<file path="src/rtl/execute_stage.sv">
// execute_stage: pipeline execute stage feeding the memory stage.
// Computes a DATA_W-bit ALU result from decoded operands and registers it,
// together with the pass-through control bits and store data, into the
// memory-stage inputs. Single-cycle ops: ADD, SUB, AND, OR, XOR, SHL, SHR.
//
// Build option EXEC_MUL_EN:
//   defined   - MUL (aluOp 3'b111) runs on an iterative shift-add multiplier
//               under an IDLE/BUSY/DONE FSM. stall back-pressures decode while
//               the multiply is in flight.
//   undefined - no multiplier or FSM. stall is tied low. MUL completes in one
//               cycle with result 0 (so zeroOut = 1) and normal controls.
module execute_stage #(
  parameter int DATA_W         = 24,
  parameter int REG_AW         = 4,
  parameter int MUL_RADIX_BITS = 1
) (
  input  logic              clk,
  input  logic              reset,
  input  logic              inValid,
  input  logic [2:0]        aluOp,
  input  logic [DATA_W-1:0] operandA,
  input  logic [DATA_W-1:0] operandB,
  input  logic [DATA_W-1:0] storeData,
  input  logic              memWe,
  input  logic              writeRegFromAlu,
  input  logic              regWe,
  input  logic [REG_AW-1:0] regToWrite,
  input  logic              flush,
  output logic              stall,
  output logic              memWeOut,
  output logic              writeRegFromAluOut,
  output logic              regWeOut,
  output logic [DATA_W-1:0] resultOut,
  output logic [DATA_W-1:0] dataToWriteOut,
  output logic [REG_AW-1:0] regToWriteOut,
  output logic              zeroOut
);

  localparam logic [2:0] OP_ADD = 3'b000;
  localparam logic [2:0] OP_SUB = 3'b001;
  localparam logic [2:0] OP_AND = 3'b010;
  localparam logic [2:0] OP_OR  = 3'b011;
  localparam logic [2:0] OP_XOR = 3'b100;
  localparam logic [2:0] OP_SHL = 3'b101;
  localparam logic [2:0] OP_SHR = 3'b110;
  localparam logic [2:0] OP_MUL = 3'b111;

  localparam logic [31:0] DATA_W_U = 32'(DATA_W);

  // A radix that does not divide the width would leave a partial final step.
  if ((DATA_W % MUL_RADIX_BITS) != 0) begin : g_radix_check
    $error("execute_stage: MUL_RADIX_BITS must divide DATA_W");
  end

  // Control fields that travel with an instruction to the memory stage.
  typedef struct packed {
    logic              mem_we;
    logic              wfa;
    logic              reg_we;
    logic [REG_AW-1:0] dst;
    logic [DATA_W-1:0] store;
  } ctl_t;

  // Full contents of the stage output register. All-zero is a bubble.
  typedef struct packed {
    ctl_t              ctl;
    logic [DATA_W-1:0] result;
    logic              zero;
  } out_t;

  ctl_t              ctl_in;
  out_t              single_out;
  out_t              out_q;
  out_t              out_d;
  logic [DATA_W-1:0] alu_res;
  logic [4:0]        shamt;
  logic              shift_oob;

  assign ctl_in = '{mem_we: memWe, wfa: writeRegFromAlu, reg_we: regWe,
                    dst: regToWrite, store: storeData};

  // Shifts use only the low five bits of operandB; anything past the width clears.
  assign shamt     = operandB[4:0];
  assign shift_oob = (32'(shamt) >= DATA_W_U);

  // Single-cycle ALU; MUL is not produced here (FSM result or constant zero).
  // NOTE: every signal written in an always_comb gets a default first, so no
  // path leaves it holding its old value -- that is what keeps latches out.
  always_comb begin
    alu_res = '0;
    case (aluOp)
      OP_ADD:  alu_res = operandA + operandB;
      OP_SUB:  alu_res = operandA - operandB;
      OP_AND:  alu_res = operandA & operandB;
      OP_OR:   alu_res = operandA | operandB;
      OP_XOR:  alu_res = operandA ^ operandB;
      OP_SHL:  alu_res = shift_oob ? '0 : (operandA << shamt);
      OP_SHR:  alu_res = shift_oob ? '0 : (operandA >> shamt);
      default: alu_res = '0;
    endcase
  end

  assign single_out = '{ctl: ctl_in, result: alu_res, zero: (alu_res == '0)};

  // Stage output register; reset and bubbles both load all zeros.
  // NOTE: sequential state is assigned with <= so every register samples
  // pre-edge values no matter how the statements are ordered. The datapath
  // registers are reset as well because the outputs must read 0 in reset.
  always_ff @(posedge clk or negedge reset) begin
    if (!reset) begin
      out_q <= '0;
    end else begin
      out_q <= out_d;
    end
  end

`ifdef EXEC_MUL_EN

  localparam int              N         = DATA_W / MUL_RADIX_BITS;
  localparam int              CNT_W     = $clog2(N + 1);
  localparam logic [CNT_W-1:0] LAST_STEP = CNT_W'(N - 1);

  localparam logic [1:0] ST_IDLE = 2'd0;
  localparam logic [1:0] ST_BUSY = 2'd1;
  localparam logic [1:0] ST_DONE = 2'd2;

  logic [1:0]        state_q,  state_d;
  logic [DATA_W-1:0] mcand_q,  mcand_d;
  logic [DATA_W-1:0] mplier_q, mplier_d;
  logic [DATA_W-1:0] prod_q,   prod_d;
  logic [CNT_W-1:0]  iter_q,   iter_d;
  ctl_t              lat_q,    lat_d;
  logic [DATA_W-1:0] step_sum;

  // One shift-add step: add the shifted multiplicand for each set multiplier bit.
  // NOTE: blocking = is used here because step_sum accumulates across loop
  // iterations within a single evaluation; this is combinational, not state.
  always_comb begin
    step_sum = prod_q;
    for (int j = 0; j < MUL_RADIX_BITS; j++) begin
      if (mplier_q[j]) step_sum = step_sum + (mcand_q << j);
    end
  end

  // Decode holds the MUL while it starts and while it iterates; flush and reset release it.
  assign stall = reset & ~flush &
                 ((state_q == ST_BUSY) |
                  ((state_q == ST_IDLE) & inValid & (aluOp == OP_MUL)));

  // Next-state for the FSM, the multiplier and the output register.
  always_comb begin
    out_d    = '0;
    state_d  = state_q;
    mcand_d  = mcand_q;
    mplier_d = mplier_q;
    prod_d   = prod_q;
    iter_d   = iter_q;
    lat_d    = lat_q;
    if (flush) begin
      state_d = ST_IDLE;
    end else begin
      case (state_q)
        ST_IDLE: begin
          if (inValid && (aluOp == OP_MUL)) begin
            mcand_d  = operandA;
            mplier_d = operandB;
            prod_d   = '0;
            iter_d   = '0;
            lat_d    = ctl_in;
            state_d  = ST_BUSY;
          end else if (inValid) begin
            out_d = single_out;
          end
        end
        ST_BUSY: begin
          prod_d   = step_sum;
          mcand_d  = mcand_q << MUL_RADIX_BITS;
          mplier_d = mplier_q >> MUL_RADIX_BITS;
          iter_d   = iter_q + CNT_W'(1);
          if (iter_q == LAST_STEP) state_d = ST_DONE;
        end
        ST_DONE: begin
          // Inputs still show the held MUL here, so they are ignored.
          out_d   = '{ctl: lat_q, result: prod_q, zero: (prod_q == '0)};
          state_d = ST_IDLE;
        end
        default: state_d = ST_IDLE;
      endcase
    end
  end

  // FSM and multiplier registers.
  always_ff @(posedge clk or negedge reset) begin
    if (!reset) begin
      state_q  <= ST_IDLE;
      mcand_q  <= '0;
      mplier_q <= '0;
      prod_q   <= '0;
      iter_q   <= '0;
      lat_q    <= '0;
    end else begin
      state_q  <= state_d;
      mcand_q  <= mcand_d;
      mplier_q <= mplier_d;
      prod_q   <= prod_d;
      iter_q   <= iter_d;
      lat_q    <= lat_d;
    end
  end

`else

  assign stall = 1'b0;

  // Without the multiplier every valid op, MUL included, completes in one cycle.
  always_comb begin
    out_d = '0;
    if (!flush && inValid) out_d = single_out;
  end

`endif

  assign memWeOut           = out_q.ctl.mem_we;
  assign writeRegFromAluOut = out_q.ctl.wfa;
  assign regWeOut           = out_q.ctl.reg_we;
  assign regToWriteOut      = out_q.ctl.dst;
  assign dataToWriteOut     = out_q.ctl.store;
  assign resultOut          = out_q.result;
  assign zeroOut            = out_q.zero;

endmodule

</file>
<file path="config.mk">
export PLATFORM = sky130hd
export DESIGN_NAME = execute_stage
export DESIGN_NICKNAME = d
export VERILOG_FILES = /design/src/rtl/execute_stage.sv
export SDC_FILE = /design/constraint.sdc
export NUM_CORES = 1
export LEC_CHECK = 0
export ABC_AREA = 1
export CAP_MARGIN = 20
export CORE_MARGIN = 2
export CORE_UTILIZATION = 40
export DETAILED_ROUTE_END_ITERATION = 6
export GPL_ROUTABILITY_DRIVEN = 0
export PLACE_DENSITY = 0.65
export SETUP_SLACK_MARGIN = 0.5
export SLEW_MARGIN = 20
export SYNTH_ARGS = -nofsm -noshare
export SYNTH_HDL_FRONTEND = slang
export SYNTH_SLANG_ARGS = --single-unit
</file>
<file path="constraint.sdc">
create_clock -name clk -period 0.9 [get_ports clk]
set_input_delay 0.09 -clock clk [delete_from_list [all_inputs] [get_ports clk]]
set_output_delay 0.09 -clock clk [all_outputs]
set_load 0.01 [all_outputs]
</file>
# Word-level counts from Yosys, hierarchy flattened
# Cells that the tools add are included.
word_totals:
  reg_bits: 56
  latchBits: 0
  mem_bits_rw: 0
  mem_bits_ro: 0
  inputBits: 86
  out_inout_bits: 57
  word_cells: 29
  mem_count: 0
classes:
  addsub: 2
  n_mul: 0
  div_mod_pow: 0
  order_cmp: 1
  n_eq_ne: 6
  n_shift: 2
  muxes: 4
  bitwise_logic: 3
  n_reduce_logical: 4
op_table:
  columns: ["operator", "count"]
  rows:
  - ["24-bit one-hot mux with 7 select lines", 1]
  - ["56-bit 2-to-1 mux", 1]
  - ["24-bit 2-to-1 mux", 2]
  - ["24-bit adder", 1]
  - ["24-bit AND", 1]
  - ["24-bit logical NOT", 1]
  - ["24-bit OR", 1]
  - ["24-bit by 5-bit left shift with 24-bit output", 1]
  - ["24-bit by 5-bit >> shifter with 24-bit output", 1]
  - ["24-bit subtractor", 1]
  - ["24-bit XOR", 1]
  - ["3-bit == test (second input constant)", 3]
  - ["3-bit by 2-bit == test with 1-bit output (second input constant)", 2]
  - ["5-bit >= comparator (second input constant)", 1]
  - ["3-bit by 1-bit == test with 1-bit output (second input constant)", 1]
  - ["3-bit logical NOT", 1]
  - ["1-bit logical AND", 1]
  - ["1-bit logical NOT", 1]

# Longest topological paths before layout
# Gate-level depths: netlist of run 1.
depth:
  depth_word: 5
  mapped_depth: 31

# Worst setup path before layout of run 1
# No wires, ideal clock.
synth_path:
  path_kind: "input to register"
  start: "input port operandB[1]"
  end: "register out_q (netlist bit zeroOut)"
  setup_time_ns: 0.070
  arrival_time_ns: 2.984
  slack_ns: -2.154
  path_stages: 27
  path_buffers: 2
  path_cell_list: "buf_6 -> inv_4 -> buf_2 -> ha_1 -> inv_1 -> nor3_1 -> nand3_1 -> nor2_1 -> nand4_1 -> inv_1 -> a41oi_1 -> xor2_1 -> ha_1 -> inv_1 -> nor3_1 -> nand2_1 -> nor2_1 -> nand2_1 -> nand3_1 -> nand3_1 -> nand3_1 -> nand2_1 -> nor2_1 -> nand2_1 -> nor2_1 -> nand2_1 -> nor2_2"
synth_rtl:
  columns: ["element", "line_no", "source"]
  rows:
  - ["start: declaration", "22", "input logic [DATA_W-1:0] operandB,"]
  - ["end signal: assignment", "113", "out_q <= out_d;"]
  - ["end: declaration", "73", "out_t out_q;"]

==> metrics.csv, run 1 <==
stage,metric,value,unit
critical_path,worst_setup_path_start_kind,input pin,
synthesis,syn_area_per_cell,5.82,sq um
drt,ant_nets,0,
critical_path,path_max_fanout,4,
global_routing,overflow,0,
drt,drt_wl_total,35800,um
sta,fin_crit,2850,ps
synthesis,synth_edf_count,0,
sta,drv_slew,0,
global_routing,grt_pass1_vias,10100,
sta,setup_slack,-1950,ps
global_routing,grt_start_max_net_pins,57,
clock_tree,cts.path.max_buffers,2,
synthesis,ys.flop_type,dfrtp_1,
critical_path,cp-end-kind,register,
floorplan,num_rows,51,
global_routing,grtUsageTotal,31.8,%
critical_path,cp.required,1140,ps
clock_tree,cts_tree,done,
drt,vias,10800,
clock_tree,clock_sinks,56,
pwr,p_leak,7.33,nW
critical_path,cp.arrival,3100,ps
critical_path,cp_slowest_cell,ha_1,
pwr,powerDensity,948,nW/um^2
floorplan,dieArea,21200,sq um
sta,maxClockFrequency,350,MHz
drt,post_drt_via_cell_ratio,5.29,
outcome,status,finished with violations,
hold_path,worst_hold_path_type,in2async,
synthesis,ys_seq_area_share,17.5,%
floorplan,core_area,19600,sq um
sta,min_period_over_period,317,%
critical_path,crit_type,in2reg,
final_layout,diodes,0,
floorplan,start_util,40.9,%
flow_run,cap_violations,0,
drt,wl_met3,2970,um
synthesis,synth_fp_nets,1538,
drt,met1_length,13900,um
clock_tree,numCtsBuffers,5,
sta,timing.hold.ws,-224,ps
floorplan,ios,143,
critical_path,worst_path_most_repeated_cell,nand2_1,
final_layout,syn2layout_area_growth,65.3,%
synthesis,syn-cell-area,8020,sq um
place,hpwl,26300,um
drt,dr_wl_met2,16200,um
clock_tree,htree_levels,2,
sta,setup_viol,28,
final_layout,final_util,67.7,%
synthesis,synth_seq_cells,56,
global_routing,antenna_found_initial,0,
pwr,ir_drop,0.773,mV
final_layout,drive_gt1_share,38.0,%
sta,rsz0062_at_grt,yes,
sta,tightest_slew,508,ps
drt,first_pass_iters,6,
pwr,finalPower,0.0126,W
final_layout,final_nets,1932,
global_routing,grt_pass1_wl,53400,um
place,port_buffers,141,
drt,topRoutingLayerUsed,met4,
drt,drcViolationCount,0,
drt,drt-initial-drc-count,1153,
synthesis,synthArstFlopShare,100,%
floorplan,dieWidth,146,um
sta,relSlewSlack,66.1,%
drt,post_drt_wl_per_cell,17.5,um
outcome,failed_checks,"negative hold slack, negative setup slack",
critical_path,cpPeakStageDelay,360,ps
synthesis,syn_inst,1378,
synthesis,ys_types,44,
floorplan,die_y,146,um
clock_tree,path_clk_slew,80,ps
sta,hold_viol,56,
clock_tree,cts_root_buf,clkbuf_16,
synthesis,ys.warnings.count,0,
[synthesized netlist by cell type (6+ instances only)]
cell type  number  share of area (%)
nand2_2         6               0.47
nand3b_1       12                1.1
nor3_1          6               0.37
buf_2          17                1.1
o211ai_1        8               0.75
inv_2          12               0.56
dfrtp_1        56                 17
nand3_2         6               0.75
a21oi_1        52                3.2
inv_1         192                9.0
nand2_4        13                1.8
clkbuf_1       10               0.47
ha_1           73                 11
o21ai_1        12               0.75
o21ai_0        20                1.2
nand2_1       434                 20
buf_6           7               0.98
nand3_1       207                 13
xor2_1         22                2.4
nor2_1        151                7.1
nand4_1        16                1.2
[layer usage]
metal  GRT usage (%)  vias to the layer above
met5               0                        -
met2            51.8                      602
met4            20.8                        0
met1            39.4                     4907
li1                -                     5142
met3            4.29                      140
[path summary, 6_finish.rpt]
| kind | start | to | slack (ps) | depth (start not counted) |
|---|---|---|---|---|
| min in group clk | storeData[6] | dataToWriteOut[6] | 50 | 3 |
| hold / removal | reset | dataToWriteOut[11] | -220 | 2 |
| max in group asynchronous | reset | resultOut[23] | 860 | 2 |
| setup / recovery | operandB[1] | zeroOut | -1950 | 26 |
[registers in the layout, summed over array words and instances, names as in the netlist]
signal and cells:
regToWriteOut 4, memWeOut 1, resultOut 24, zeroOut 1, regWeOut 1, dataToWriteOut 24, writeRegFromAluOut 1
[placed cells by master (no fill, tap or decap), types with 5 or more instances in the layout]
cell,synthesis,final
inv_1,192,153
clkbuf_16,0,7
nor2_2,3,24
nand2_1,434,365
dlymetal6s2s_1,0,6
inv_4,1,5
nand3_2,6,32
dfrtp_1,56,55
buf_6,7,57
nand3_1,207,175
ha_4,0,16
nand3_4,1,7
o211ai_1,8,8
nor2_1,151,106
buf_12,1,12
a21oi_2,0,16
buf_4,5,238
xor2_1,22,20
nand4_1,16,16
a21oi_1,52,28
nor2_4,2,26
dlygate4sd2_1,0,47
nand3b_1,12,12
a21oi_4,0,8
nand2_4,13,35
o21ai_0,20,11
nand2_2,6,52
clkdlybuf4s50_1,0,9
ha_1,73,57
o21ai_1,12,16
buf_2,17,46
inv_2,12,45
[cell families (layout without fill, tap and decap cells)]
group	count (synthesis)	after routing	share of synthesized area, %
buffers and inverters	252	647	13.4
adders and majority gates	74	74	11.6
and+or+nand+nor	865	865	47.5
other	1	1	0.0468
xor gates and xnor gates	22	22	2.40
AOI/OAI and AO/OA	108	108	7.54
DFF	56	56	17.5
[area by class of cell]
| type | instances | area [sq um] |
|---|---|---|
| Fill cell | 1683 | 6330 |
| Sequential cell | 56 | 1400 |
| Timing Repair Buffer | 433 | 3790 |
| Clock buffer | 5 | 125 |
| Tap cell | 265 | 332 |
| Clock inverter | 3 | 27.5 |
| Multi-Input combinational cell | 1070 | 6770 |
| Inverter | 206 | 803 |
[through the flow]
step	cells	setup WS (ps)	area (sq um)	setup TNS, ps
3_5_place_dp	1973	-2780	11600	-65230
5_1_grt	2038	-2210	13300	-41570
3_3_place_gp	1973	-2710	11600	-63760
2_1_floorplan	1378	-1960	8360	-33840
6_report	2038	-1950	13300	-37590
4_1_cts	2024	-1900	12700	-35210
[worst max-delay path, delay by kind of cell]
family	cells	cell delay (ps)
compound gates	1	110
xor+xnor	1	160
fa+ha+maj	2	490
buf+inv	6	580
simple gates	16	1630
[repair_timing]
action                                  CTS  global route
hold endpoints to repair                 56            56
buffers inserted                         39            11
gates resized for setup                 570           132
endpoints found under the setup margin  112            96
pin swaps                               100            65
gates cloned                              4             3
[power breakdown]
| group | switching (W) | internal [W] |
|---|---|---|
| Clock | 0.000947 | 0.00106 |
| Sequential | 0.0000356 | 0.00262 |
| Combinational | 0.00440 | 0.00350 |
(Power assumes the default switching activity.)
==> run 2: changes to the inputs <==
--- a/config.mk
+++ b/config.mk
@@ -12,6 +12,7 @@
 export DETAILED_ROUTE_END_ITERATION = 6
 export GPL_ROUTABILITY_DRIVEN = 0
 export PLACE_DENSITY = 0.65
+export RECOVER_POWER = 25
 export SETUP_SLACK_MARGIN = 0.5
 export SLEW_MARGIN = 20
 export SYNTH_ARGS = -nofsm -noshare
==> metrics.csv, run 2 (synthesized netlist as in run 1, its figures left out) <==
stage,metric,value,unit,change
drt,vias,10800,,-0.12%
sta,setup_viol,28,,unchanged
drt,drt_wl_total,35800,um,about the same
clock_tree,path_clk_slew,80,ps,about the same
final_layout,syn2layout_area_growth,65.2,%,about the same
pwr,intPower,0.00717,W,about the same
flow_run,cap_violations,0,,unchanged
floorplan,ios,143,,unchanged
final_layout,layout_commonest_cell,nand2_1,,
global_routing,grt_start_max_net_pins,57,,unchanged
global_routing,grt_pass1_wl,53400,um,unchanged
global_routing,grtUsageTotal,31.8,%,unchanged
critical_path,path_max_fanout,4,,unchanged
place,hpwl,26300,um,unchanged
global_routing,overflow,0,,unchanged
sta,hold_viol,56,,unchanged
floorplan,dieArea,21200,sq um,unchanged
sta,relSlewSlack,50.4,%,-16 points
critical_path,crit_type,in2reg,,
drt,drt-initial-drc-count,1153,,unchanged
outcome,failed_checks,"design-rule violations, negative hold slack, negative setup slack",,
pwr,ir_drop,0.773,mV,about the same
pwr,powerDensity,948,nW/um^2,about the same
sta,drv_slew,0,,unchanged
place,placed_cell_area,11600,sq um,unchanged
outcome,status,finished with violations,,
clock_tree,clock_sinks,56,,unchanged
floorplan,num_rows,51,,unchanged
final_layout,diodes,0,,unchanged
global_routing,antenna_found_initial,0,,unchanged
final_layout,final_nets,1932,,unchanged
sta,fin_crit,2850,ps,-0.0800 ps
pwr,p_leak,7.33,nW,about the same
sta,tightest_slew,744,ps,+236 ps
sta,min_period_over_period,317,%,about the same
hold_path,worst_hold_path_type,in2async,,
pwr,switching_power,0.00538,W,about the same
drt,ant_nets,0,,unchanged
clock_tree,cts_root_buf,clkbuf_16,,
clock_tree,numCtsBuffers,5,,unchanged
drt,drcViolationCount,10,,+10
floorplan,start_util,40.9,%,unchanged
final_layout,final_area,13200,sq um,about the same
pwr,switching_share,42.9,%,about the same
pwr,p_seq_share,21.2,%,about the same
pwr,combPwrFrac,62.9,%,about the same
sta,setup_slack,-1950,ps,+0.0800 ps
drt,post_drt_wl_per_cell,17.5,um,about the same
place,port_buffers,141,,unchanged
final_layout,drive_gt1_share,38.0,%,unchanged
sta,maxClockFrequency,350,MHz,about the same
final_layout,final_cell_mix,"nand2_1, buf_4, nand3_1",,
critical_path,cp-end-kind,register,,
global_routing,grt_pass1_vias,10100,,unchanged
critical_path,worst_setup_path_start_kind,input pin,,
pwr,pwr-share-clk,16.0,%,about the same
floorplan,core_area,19600,sq um,unchanged
sta,timing.hold.ws,-40.0,ps,+184 ps
sta,rsz0062_at_grt,yes,,
clock_tree,htree_levels,2,,unchanged
floorplan,dieWidth,146,um,unchanged
drt,post_drt_via_cell_ratio,5.29,,-0.12%
clock_tree,cts_tree,done,,
drt,first_pass_iters,7,,+1
place,dp.cells,1973,,unchanged
critical_path,cp.required,1140,ps,about the same
clock_tree,cts.path.max_buffers,2,,unchanged
floorplan,die_y,146,um,unchanged
final_layout,stdcell_count,2038,,unchanged
critical_path,cp.arrival,3100,ps,about the same
run 2: cell count changes in the layout (fill, tap and decap cells not counted):
| cell | before | now |
|---|---|---|
| buf_12 | 12 | 11 |
| clkbuf_4 | 0 | 1 |
run 2: worst paths after layout:
kind	startpoint	cells after the start	to	slack, ps
min in group clk	storeData[6]	3	dataToWriteOut[6]	50
max in group asynchronous	reset	2	resultOut[23]	410
min	reset	2	dataToWriteOut[11]	-40
max	operandB[1]	26	zeroOut	-1950
run 2: critical path, stage by stage:
cell and delay [ps]:
buf_8 100, inv_6 50, ha_4 130, inv_4 40
nor3_4 160, nand3_2 150, nor2_4 170, nand4_1 180
inv_1 140, a31oi_1 110, xor2_1 160, ha_1 360
buf_4 130, buf_4 120, nand3_4 90, nor2_4 130
nand3_2 80, nand3_1 80, nand2_1 60, nand3_2 80
nand2_1 60, nor2_1 120, nand2_1 50, nor2_1 80
nand2_1 70, nor2_2 70
run 2: timing repair:
action / in CTS / in global routing
buffers inserted: 39 / 11
endpoints found under the setup margin: 112 / 96
endpoints found under the hold margin: 56 / 56
gates cloned: 4 / 3
pin swaps: 100 / 65
resized for setup: 570 / 132
run 2: final cells by class:
type | count | area, sq um
multi-input combinational | 1070 | 6770
tap | 265 | 332
clock buffer | 5 | 125
timing repair buffer | 433 | 3780
inverter | 206 | 803
clock inverter | 3 | 27.5
fill | 1685 | 6350
sequential | 56 | 1400
run 2: per-layer routing:
layer	wire [um]	GRT usage (%)	share of wire (%)
met5	0	0	0
met3	2900	4.29	8.1
met2	16200	51.8	45
met4	2650	20.8	7.4
met1	14000	39.4	39
run 2: power groups by stage:
stage                     clock network (W)  registers [W]  logic (W)
final                               0.00200        0.00266    0.00790
after global routing                0.00218        0.00267    0.00846
after CTS                           0.00205        0.00265    0.00712
after detailed placement                  0        0.00270    0.00628
after global placement                    0        0.00270    0.00622
after floorplan                           0        0.00276    0.00329
run 2: through the flow:
stage	utilization [%]	worst slack [ps]	TNS, ps	hold slack (ps)	total power, W
after CTS	64.7	-1900	-35210	-208	0.0118
after global routing	67.6	-2210	-41570	26.1	0.0133
after global placement	59.2	-2710	-63760	106	0.00892
final	67.6	-1950	-37590	-40.0	0.0126
after detailed placement	59.2	-2780	-65230	108	0.00898
after floorplan	-	-1960	-33840	-206	0.00605
==> run 3: changes to the inputs <==
--- a/config.mk
+++ b/config.mk
@@ -11,7 +11,6 @@
 export CORE_UTILIZATION = 40
 export DETAILED_ROUTE_END_ITERATION = 6
 export GPL_ROUTABILITY_DRIVEN = 0
-export PLACE_DENSITY = 0.65
 export RECOVER_POWER = 25
 export SETUP_SLACK_MARGIN = 0.5
 export SLEW_MARGIN = 20
==> metrics.csv, run 3 (synthesized netlist as in run 1, its figures left out) <==
stage,metric,value,unit,change
pwr,finalPower,0.0132,W,+5.3%
global_routing,antenna_found_initial,0,,unchanged
pwr,powerDensity,963,nW/um^2,+1.6%
final_layout,layout_commonest_cell,nand2_1,,
pwr,ir_drop,0.852,mV,+10%
final_layout,stdcell_count,2071,,+1.6%
drt,ant_nets,0,,unchanged
critical_path,path_max_fanout,4,,unchanged
final_layout,final_area,13700,sq um,+3.6%
critical_path,crit_type,in2reg,,
drt,post_drt_via_cell_ratio,5.21,,-1.4%
pwr,p_seq_share,20.1,%,-1.1 points
global_routing,overflow,0,,unchanged
sta,min_period_over_period,323,%,+5.9 points
place,hpwl,26600,um,+1.3%
sta,setup_slack,-2010,ps,-53.1 ps
sta,hold_viol,50,,-11%
final_layout,diodes,0,,unchanged
hold_path,worst_hold_path_type,in2async,,
clock_tree,clock_sinks,56,,unchanged
global_routing,grt_pass1_vias,9785,,-2.8%
drt,drt-initial-drc-count,873,,-24%
flow_run,cap_violations,0,,unchanged
clock_tree,cts_tree,done,,
critical_path,cpPeakStageDelay,310,ps,-50 ps
floorplan,dieArea,21200,sq um,unchanged
floorplan,ios,143,,unchanged
pwr,switching_power,0.00538,W,about the same
global_routing,grt_start_max_net_pins,57,,unchanged
critical_path,cp.required,1130,ps,about the same
final_layout,syn2layout_area_growth,71.2,%,
sta,timing.hold.ws,-38.1,ps,+1.95 ps
drt,first_pass_iters,5,,-2
pwr,switching_share,40.7,%,-2.2 points
drt,vias,10800,,+0.15%
final_layout,drive_gt1_share,40.5,%,+2.5 points
outcome,status,finished with violations,,
place,placed_cell_area,11800,sq um,+1.3%
sta,maxClockFrequency,344,MHz,-1.8%
floorplan,start_util,40.9,%,unchanged
floorplan,core_area,19600,sq um,unchanged
sta,tightest_slew,743,ps,-1.28 ps
global_routing,grt_pass1_wl,52700,um,-1.5%
global_routing,grtUsageTotal,31.2,%,-0.56 points
pwr,pwr-share-clk,18.8,%,+2.8 points
sta,fin_crit,2910,ps,+53.1 ps
critical_path,cp-end-kind,register,,
clock_tree,numCtsBuffers,5,,unchanged
drt,post_drt_wl_per_cell,17.4,um,-0.79%
place,dp.cells,1995,,+1.1%
sta,relSlewSlack,50.5,%,+0.085 points
clock_tree,cts_root_buf,clkbuf_16,,
clock_tree,cts.path.max_buffers,2,,unchanged
floorplan,die_y,146,um,unchanged
critical_path,cp_slowest_cell,ha_4,,
floorplan,dieWidth,146,um,unchanged
sta,tns,-36800,ps,+781 ps
clock_tree,htree_levels,2,,unchanged
critical_path,worst_setup_path_start_kind,input pin,,
drt,drcViolationCount,0,,-10
place,port_buffers,141,,unchanged
sta,rsz0062_at_grt,yes,,
floorplan,num_rows,51,,unchanged
pwr,combPwrFrac,61.0,%,-1.9 points
sta,drv_slew,0,,unchanged
final_layout,final_nets,1965,,+1.7%
outcome,failed_checks,"negative hold slack, negative setup slack",,
clock_tree,path_clk_slew,70,ps,about the same
drt,drt_wl_total,36000,um,+0.81%
final_layout,final_cell_mix,"nand2_1, buf_4, nand3_1",,
pwr,intPower,0.00784,W,+9.3%
sta,setup_viol,32,,+14%
pwr,p_leak,7.51,nW,+2.5%
critical_path,worst_path_most_repeated_cell,nand2_1,,
critical_path,cp.arrival,3130,ps,+30 ps
[run 3: changes by cell type in the layout (fill, tap and decap cells not counted), sizes merged]
cell,previous run,this run
bufinv,0,2
dlygate4sd2,47,50
clkdlybuf4s15,5,2
clkdlybuf4s50,9,17
buf,360,388
clkbuf,10,9
inv,207,206
dlymetal6s2s,6,4
clkinvlp,1,0
[run 3: what timing repair did]
action,in CTS,in global routing
pin swaps,77,91
endpoints found under the hold margin,56,56
cloned,6,4
setup endpoints to repair,112,110
resized for setup,502,204
buffers inserted,19,39
[run 3: how the worst max path moves through the flow]
stage	startpoint	end	slack [ps]	depth (start not counted)
3_3_place_gp	operandB[0]	zeroOut	-2710	26
4_1_cts	operandB[1]	zeroOut	-1950	26
5_1_grt	operandB[0]	zeroOut	-2200	26
2_1_floorplan	operandB[0]	zeroOut	-1960	27
6_report	operandB[0]	zeroOut	-2010	29
3_5_place_dp	operandB[0]	zeroOut	-2810	26
[run 3: final cells by class]
class / count / area, sq um
clock buffer: 5 / 125
clock inverter: 3 / 68.8
fill: 1686 / 5860
inverter: 206 / 811
multi-input combinational: 1070 / 6930
sequential: 56 / 1400
tap: 265 / 332
timing repair buffer: 466 / 4060
[run 3: layer usage]
metal  global-route usage [%]  up-vias  wire length (um)  share of wire, %
li1                         -     5225                 -                 -
met1                     40.1     4901             14500                40
met2                     52.6      561             16600                46
met3                     4.11      107              2850               7.9
met4                     13.5        0              2070               5.7
met5                        0        -                 0                 0
[run 3: power groups by stage]
stage,Sequential (W),Clock [W],Combinational (W)
after floorplan,0.00276,0,0.00329
after detailed placement,0.00270,0,0.00640
after global placement,0.00270,0,0.00637
after global routing,0.00267,0.00260,0.00868
after CTS,0.00265,0.00251,0.00690
final,0.00266,0.00249,0.00807
[run 3: through the flow]
step	hold slack, ps	worst slack, ps	utilization (%)
global placement	104	-2710	60.0
floorplan	-206	-1960	-
finish	-38.1	-2010	70.1
global route	31.0	-2200	70.1
CTS	-211	-1950	64.2
detailed placement	107	-2810	60.0
[run 3: critical path: cells and delay by family]
| family | cells | cell delay (ps) |
|---|---|---|
| and+or+nand+nor | 16 | 1590 |
| buffers and inverters | 9 | 800 |
| adders and majority gates | 2 | 440 |
| xor gates and xnor gates | 1 | 130 |
| AOI/OAI and AO/OA | 1 | 80 |
